<file path="config.mk">
export PLATFORM = sky130hd
export DESIGN_NAME = fifo_rd_packer
export DESIGN_NICKNAME = d
export VERILOG_FILES = /design/src/rtl/fifo_rd_packer.sv
export SDC_FILE = /design/constraint.sdc
export NUM_CORES = 1
export LEC_CHECK = 0
export ABC_CLOCK_PERIOD_IN_PS = 2500
export CORE_MARGIN = 4
export CORE_UTILIZATION = 46
export CTS_CLUSTER_SIZE = 20
export DETAILED_ROUTE_END_ITERATION = 8
export PLACE_DENSITY = 0.72
export SYNTH_ARGS = -nofsm -noshare
export SYNTH_HDL_FRONTEND = slang
export SYNTH_SLANG_ARGS = --single-unit
</file>
<file path="constraint.sdc">
create_clock -name rd_clk -period 2.5 [get_ports rd_clk]
set_clock_uncertainty 0.2 [all_clocks]
set_input_delay 0.5 -clock rd_clk [delete_from_list [all_inputs] [get_ports rd_clk]]
set_output_delay 0.5 -clock rd_clk [all_outputs]
set_load 0.02 [all_outputs]
</file>
<file path="src/rtl/fifo_rd_packer.sv">
// Read-side packer for the dual-clock byte FIFO. It packs PACK bytes into one word and
// presents each word on a valid/ready stream. A flush emits a partial word with a keep mask.
module fifo_rd_packer #(
    parameter int DATA_WIDTH = 8,
    parameter int PACK       = 4,
    parameter int CNT_WIDTH  = 16
) (
    input  logic                         rd_clk,
    input  logic                         rd_rst,
    output logic                         rd_en,
    input  logic [DATA_WIDTH-1:0]        rd_data,
    input  logic                         i_fifo_empty,
    input  logic                         i_flush,
    output logic [DATA_WIDTH*PACK-1:0]   o_data,
    output logic [PACK-1:0]              o_keep,
    output logic                         o_valid,
    input  logic                         i_ready,
    output logic [CNT_WIDTH-1:0]         o_word_count,
    output logic                         o_busy
);
    localparam int FW = $clog2(PACK + 1);
    localparam int WW = DATA_WIDTH * PACK;
    localparam logic [FW:0]   PACK_C = (FW+1)'(PACK);
    localparam logic [FW-1:0] LAST_C = FW'(PACK - 1);

    logic [FW-1:0]        fill_q, fill_d;
    logic                 rd_pend_q, rd_pend_d;
    logic                 flush_pend_q, flush_pend_d;
    logic                 word_hold_q, word_hold_d;
    logic [WW-1:0]        buf_q, buf_d;
    logic [WW-1:0]        data_q, data_d;
    logic [PACK-1:0]      keep_q, keep_d;
    logic                 valid_q, valid_d;
    logic [CNT_WIDTH-1:0] cnt_q, cnt_d;

    logic                 slot_free_s;
    logic [FW:0]          level_s;
    logic [PACK-1:0]      part_keep_s;
    logic [WW-1:0]        part_data_s;

    // A byte already requested still counts against the word's capacity.
    assign slot_free_s = ~valid_q | i_ready;
    assign level_s     = {1'b0, fill_q} + {{FW{1'b0}}, rd_pend_q};
    assign rd_en       = ~rd_rst & ~i_fifo_empty & ~flush_pend_q & ~word_hold_q & (level_s < PACK_C);

    // Keep mask and zero-padded data for a partial (flushed) word.
    always_comb begin
        part_keep_s = {PACK{1'b0}};
        part_data_s = {WW{1'b0}};
        for (int i = 0; i < PACK; i++) begin
            part_keep_s[i] = (FW'(i) < fill_q);
            part_data_s[i*DATA_WIDTH +: DATA_WIDTH] =
                part_keep_s[i] ? buf_q[i*DATA_WIDTH +: DATA_WIDTH] : {DATA_WIDTH{1'b0}};
        end
    end

    // Next-state: capture, word completion/hold, flush execution and output handshake.
    always_comb begin
        fill_d       = fill_q;
        rd_pend_d    = rd_en;
        flush_pend_d = flush_pend_q | i_flush;
        word_hold_d  = word_hold_q;
        buf_d        = buf_q;
        data_d       = data_q;
        keep_d       = keep_q;
        valid_d      = valid_q & ~i_ready;
        cnt_d        = cnt_q + CNT_WIDTH'(valid_q & i_ready);

        if (rd_pend_q) begin
            for (int i = 0; i < PACK; i++) begin
                if (FW'(i) == fill_q) begin
                    buf_d[i*DATA_WIDTH +: DATA_WIDTH] = rd_data;
                end else begin
                    buf_d[i*DATA_WIDTH +: DATA_WIDTH] = buf_q[i*DATA_WIDTH +: DATA_WIDTH];
                end
            end
            if (fill_q == LAST_C) begin
                if (slot_free_s) begin
                    data_d  = buf_d;
                    keep_d  = {PACK{1'b1}};
                    valid_d = 1'b1;
                    fill_d  = {FW{1'b0}};
                end else begin
                    word_hold_d = 1'b1;
                    fill_d      = fill_q + FW'(1'b1);
                end
            end else begin
                fill_d = fill_q + FW'(1'b1);
            end
        end else if (word_hold_q) begin
            if (slot_free_s) begin
                data_d      = buf_q;
                keep_d      = {PACK{1'b1}};
                valid_d     = 1'b1;
                fill_d      = {FW{1'b0}};
                word_hold_d = 1'b0;
            end else begin
                word_hold_d = 1'b1;
            end
        end else if (flush_pend_q) begin
            if (slot_free_s) begin
                flush_pend_d = 1'b0;
                fill_d       = {FW{1'b0}};
                if (fill_q != {FW{1'b0}}) begin
                    data_d  = part_data_s;
                    keep_d  = part_keep_s;
                    valid_d = 1'b1;
                end else begin
                    valid_d = valid_q & ~i_ready;
                end
            end else begin
                flush_pend_d = 1'b1;
            end
        end else begin
            fill_d = fill_q;
        end
    end

    // State register with synchronous reset; an in-flight byte is dropped.
    always_ff @(posedge rd_clk) begin
        if (rd_rst) begin
            fill_q       <= {FW{1'b0}};
            rd_pend_q    <= 1'b0;
            flush_pend_q <= 1'b0;
            word_hold_q  <= 1'b0;
            buf_q        <= {WW{1'b0}};
            data_q       <= {WW{1'b0}};
            keep_q       <= {PACK{1'b0}};
            valid_q      <= 1'b0;
            cnt_q        <= {CNT_WIDTH{1'b0}};
        end else begin
            fill_q       <= fill_d;
            rd_pend_q    <= rd_pend_d;
            flush_pend_q <= flush_pend_d;
            word_hold_q  <= word_hold_d;
            buf_q        <= buf_d;
            data_q       <= data_d;
            keep_q       <= keep_d;
            valid_q      <= valid_d;
            cnt_q        <= cnt_d;
        end
    end

    assign o_data       = data_q;
    assign o_keep       = keep_q;
    assign o_valid      = valid_q;
    assign o_word_count = cnt_q;
    assign o_busy       = (fill_q != {FW{1'b0}}) | rd_pend_q | valid_q | flush_pend_q;

endmodule

</file>
==> out/qor.yml, run 1 <==
post-dp-hpwl_um: 7580
critPathCaptureType: "output port"
setup_viol: 0
p_seq_share_pct: 47.1
critical_path.max_fanout: 2
intPower_mw: 2.43
yosysWarnings: 0
whs_ps: 258
period_needed_ps: 2350
synth_edf_count: 0
grt_pass1_vias: 3733
pin_count: 68
layout.nets: 583
worstPathRequired_ps: 1800
cts_tree: "built"
cp_slowest_cell: "clkdlybuf4s50_1"
yosys_most_used_dff: "dfxtp_1"
start_util_pct: 47.4
vias: 4020
viasPerCell: 5.75
drive_above_1_share_pct: 14.0
cp_top_family: "buffers and inverters"
power_mw: 3.29
cp_num_buf_inv: 2
startpoint_type: "primary input"
pwr_density_cell_nw_per_um2: 606
cts_buffer_depth: 2
swShare_pct: 26.3
syn_to_final_growth_pct: 23.2
gr-total-overflow: 0
place.gp.congestion: 0.817
arrival_ps: 1650
max_stage_delay_ps: 410
ant_nets: 0
path_cells: "clkdlybuf4s50_1 > nor3_1 > o211a_1 > dlygate4sd2_1"
leakagePower_nw: 1.82
period_share_pct: 94.1
worst_pin_slew_ps: 689
synth-seq-cells: 91
timing.setup.tns_ps: 0
die_h_um: 106
antenna_found_initial: 0
cts-htree-levels: 3
row_count: 35
synthCells: 508
drv_slew: 0
grt_max_degree: 60
outcome: "complete, no violations"
relSlewSlack_pct: 54.0
fmax_ghz: 0.425
drc: 0
syn-num-nets: 526
clock_latency_ps: 360
switchingPower_uw: 864
port_buffers: 67
dr.pass1.iters: 5
p_clk_share_pct: 36.8
drtIter0Drc: 269
die-area_um2: 11200
cts_made_buffers: 9
grt_first_pass_wirelength_um: 18800
cts_sinks: 91
synth_seq_area_share_pct: 41.4
fillers: 840
final_core_util_pct: 58.4
peakVddDrop_mv: 0.366
comb_power_share_pct: 16.0
core_area_um2: 9280
grt_usage_pct: 20.4
yosysUniqueCellTypes: 51
postCtsHoldBufs: 0
clk_pin_slew_ps: 80
wl_per_cell_um: 16.3
diodes: 0
die_w_um: 106
min_path_type: "flip-flop to flip-flop"
hold_viol_final: 0
avgSynthCellArea_um2: 8.66
ys_async_sr_fraction_pct: 0
root_buffer: "clkbuf_8"
rsz0062_at_grt: "no"
syn-cell-area_um2: 4400
totalWireLength_um: 11400
path_class: "primary input to output port"
max_cap_violations: 0
[power groups by stage]
| stage | Combinational [mW] | Clock, mW | Sequential [mW] |
|---|---|---|---|
| 2_1_floorplan | 0.265 | 0 | 1.64 |
| 3_3_place_gp | 0.523 | 0 | 1.58 |
| 3_5_place_dp | 0.530 | 0 | 1.58 |
| 4_1_cts | 0.529 | 1.23 | 1.55 |
| 5_1_grt | 0.567 | 1.29 | 1.56 |
| 6_report | 0.528 | 1.21 | 1.55 |
[per-layer routing]
| metal | up-vias | part of all wire [%] | global-route usage (%) | wire, um |
|---|---|---|---|---|
| met5 | - | 0 | 0 | 0 |
| met4 | 0 | 1.9 | 6.85 | 219 |
| met3 | 15 | 5.4 | 3.43 | 619 |
| met2 | 124 | 47 | 32.1 | 5380 |
| met1 | 1924 | 45 | 28.4 | 5160 |
| li1 | 1957 | - | - | - |
[flip-flops by register name (all words and copies together), names as in the netlist]
signal / cells
buf_q: 32
o_data: 32
o_word_count: 16
o_keep: 4
fill_q: 3
flush_pend_q: 1
o_valid: 1
rd_pend_q: 1
word_hold_q: 1
[synthesized netlist by cell type, drive strengths merged (2+ instances only)]
master,count,area [um^2]
a211oi,31,383
a21oi,48,240
a221oi,15,144
a22oi,8,60.1
a311oi,2,17.5
a31oi,34,213
and2,3,21.3
and3,9,56.3
buf,21,158
clkbuf,23,86.3
dfxtp,91,1820
ha,5,62.6
inv,15,56.3
nand2,82,310
nand2b,2,12.5
nand3,5,25.0
nand4,6,37.5
nand4b,8,70.1
nor2,34,135
nor2b,4,25.0
nor3,8,40.0
nor4,5,31.3
o211a,3,30.0
o21ai,12,63.8
o2bb2ai,8,70.1
xnor2,9,78.8
xor2,5,43.8
[layout by cell type, fill, tap and decap left out, types with 3 or more instances in the layout]
cell type / instances
o211a_1: 3
a21oi_1: 48
a22oi_1: 8
a221oi_1: 13
nand4b_1: 8
and3_1: 8
nand2_1: 81
o2bb2ai_1: 8
nand3_1: 5
nor4_1: 5
clkbuf_8: 10
nor2_1: 33
xnor2_1: 9
nor2b_1: 4
nor3_1: 8
a211oi_2: 30
bufinv_16: 3
ha_1: 5
clkdlybuf4s50_1: 64
inv_1: 14
o21ai_0: 11
xor2_1: 5
buf_4: 22
a31oi_1: 34
dfxtp_1: 91
nand4_1: 6
[worst paths after layout]
| path | cells after the start | startpoint | slack, ps | end |
|---|---|---|---|---|
| worst max register to register | 5 | rd_pend_q$_SDFF_PP0_ | 280 | o_keep[1]$_SDFFE_PP0P_ |
| worst min register to register | 2 | buf_q[0]$_SDFFE_PP0P_ | 260 | buf_q[0]$_SDFFE_PP0P_ |
| worst min-delay path | 2 | buf_q[0]$_SDFFE_PP0P_ | 260 | buf_q[0]$_SDFFE_PP0P_ |
| worst max-delay path | 4 | i_fifo_empty | 150 | rd_en |
[repair_timing]
item                                    4_1_cts  5_1_grt
resized for setup                             2        2
buffers inserted                              0        0
endpoints found under the setup margin        2        1
[layout make-up]
type                    count  area (um^2)  area share, %
repair buffers             90          860           15.9
clock buffers              12          145           2.68
inverters                  15         56.3           1.04
multi-input cells         358         2280           42.1
well taps                 129          161           2.98
flip-flops and latches     91         1820           33.6
clock inverters             4         97.6           1.80
[stage by stage]
step / instances / area [um^2] / setup WS [ps]
floorplan: 508 / 4400 / 405
global route: 699 / 5420 / 71.2
global placement: 683 / 5190 / -86.0
finish: 699 / 5420 / 146
CTS: 699 / 5430 / 6.01
detailed placement: 683 / 5190 / -126
[worst register-to-register path, delay by kind of cell (launching register included)]
kind	cells	cell delay, ps
AND/OR/NAND/NOR	2	670
buffers and inverters	2	610
flip-flops	1	370
AO/OA/AOI/OAI	1	260
[logic make-up (layout without fill, tap and decap cells)]
| logic type | count (synthesis) | count (layout) | synth area share (%) |
|---|---|---|---|
| buffers and inverters | 59 | 121 | 6.82 |
| adder cells (fa/ha/maj) | 5 | 5 | 1.42 |
| flip-flops | 91 | 91 | 41.4 |
| multiplexers | 1 | 1 | 0.227 |
| AO/OA/AOI/OAI | 166 | 166 | 28.7 |
| XOR/XNOR | 14 | 14 | 2.79 |
| AND/OR/NAND/NOR | 172 | 172 | 18.6 |
No activity file was read; power rests on OpenSTA's default activity.
==> run 2: changes to the inputs <==
--- a/config.mk
+++ b/config.mk
@@ -6,6 +6,7 @@
 export NUM_CORES = 1
 export LEC_CHECK = 0
 export ABC_CLOCK_PERIOD_IN_PS = 2500
+export CAP_MARGIN = 15
 export CORE_MARGIN = 4
 export CORE_UTILIZATION = 46
 export CTS_CLUSTER_SIZE = 20
==> results of run 2 <==
Same layout as run 1: the final DEF is identical, and so are final timing and power.
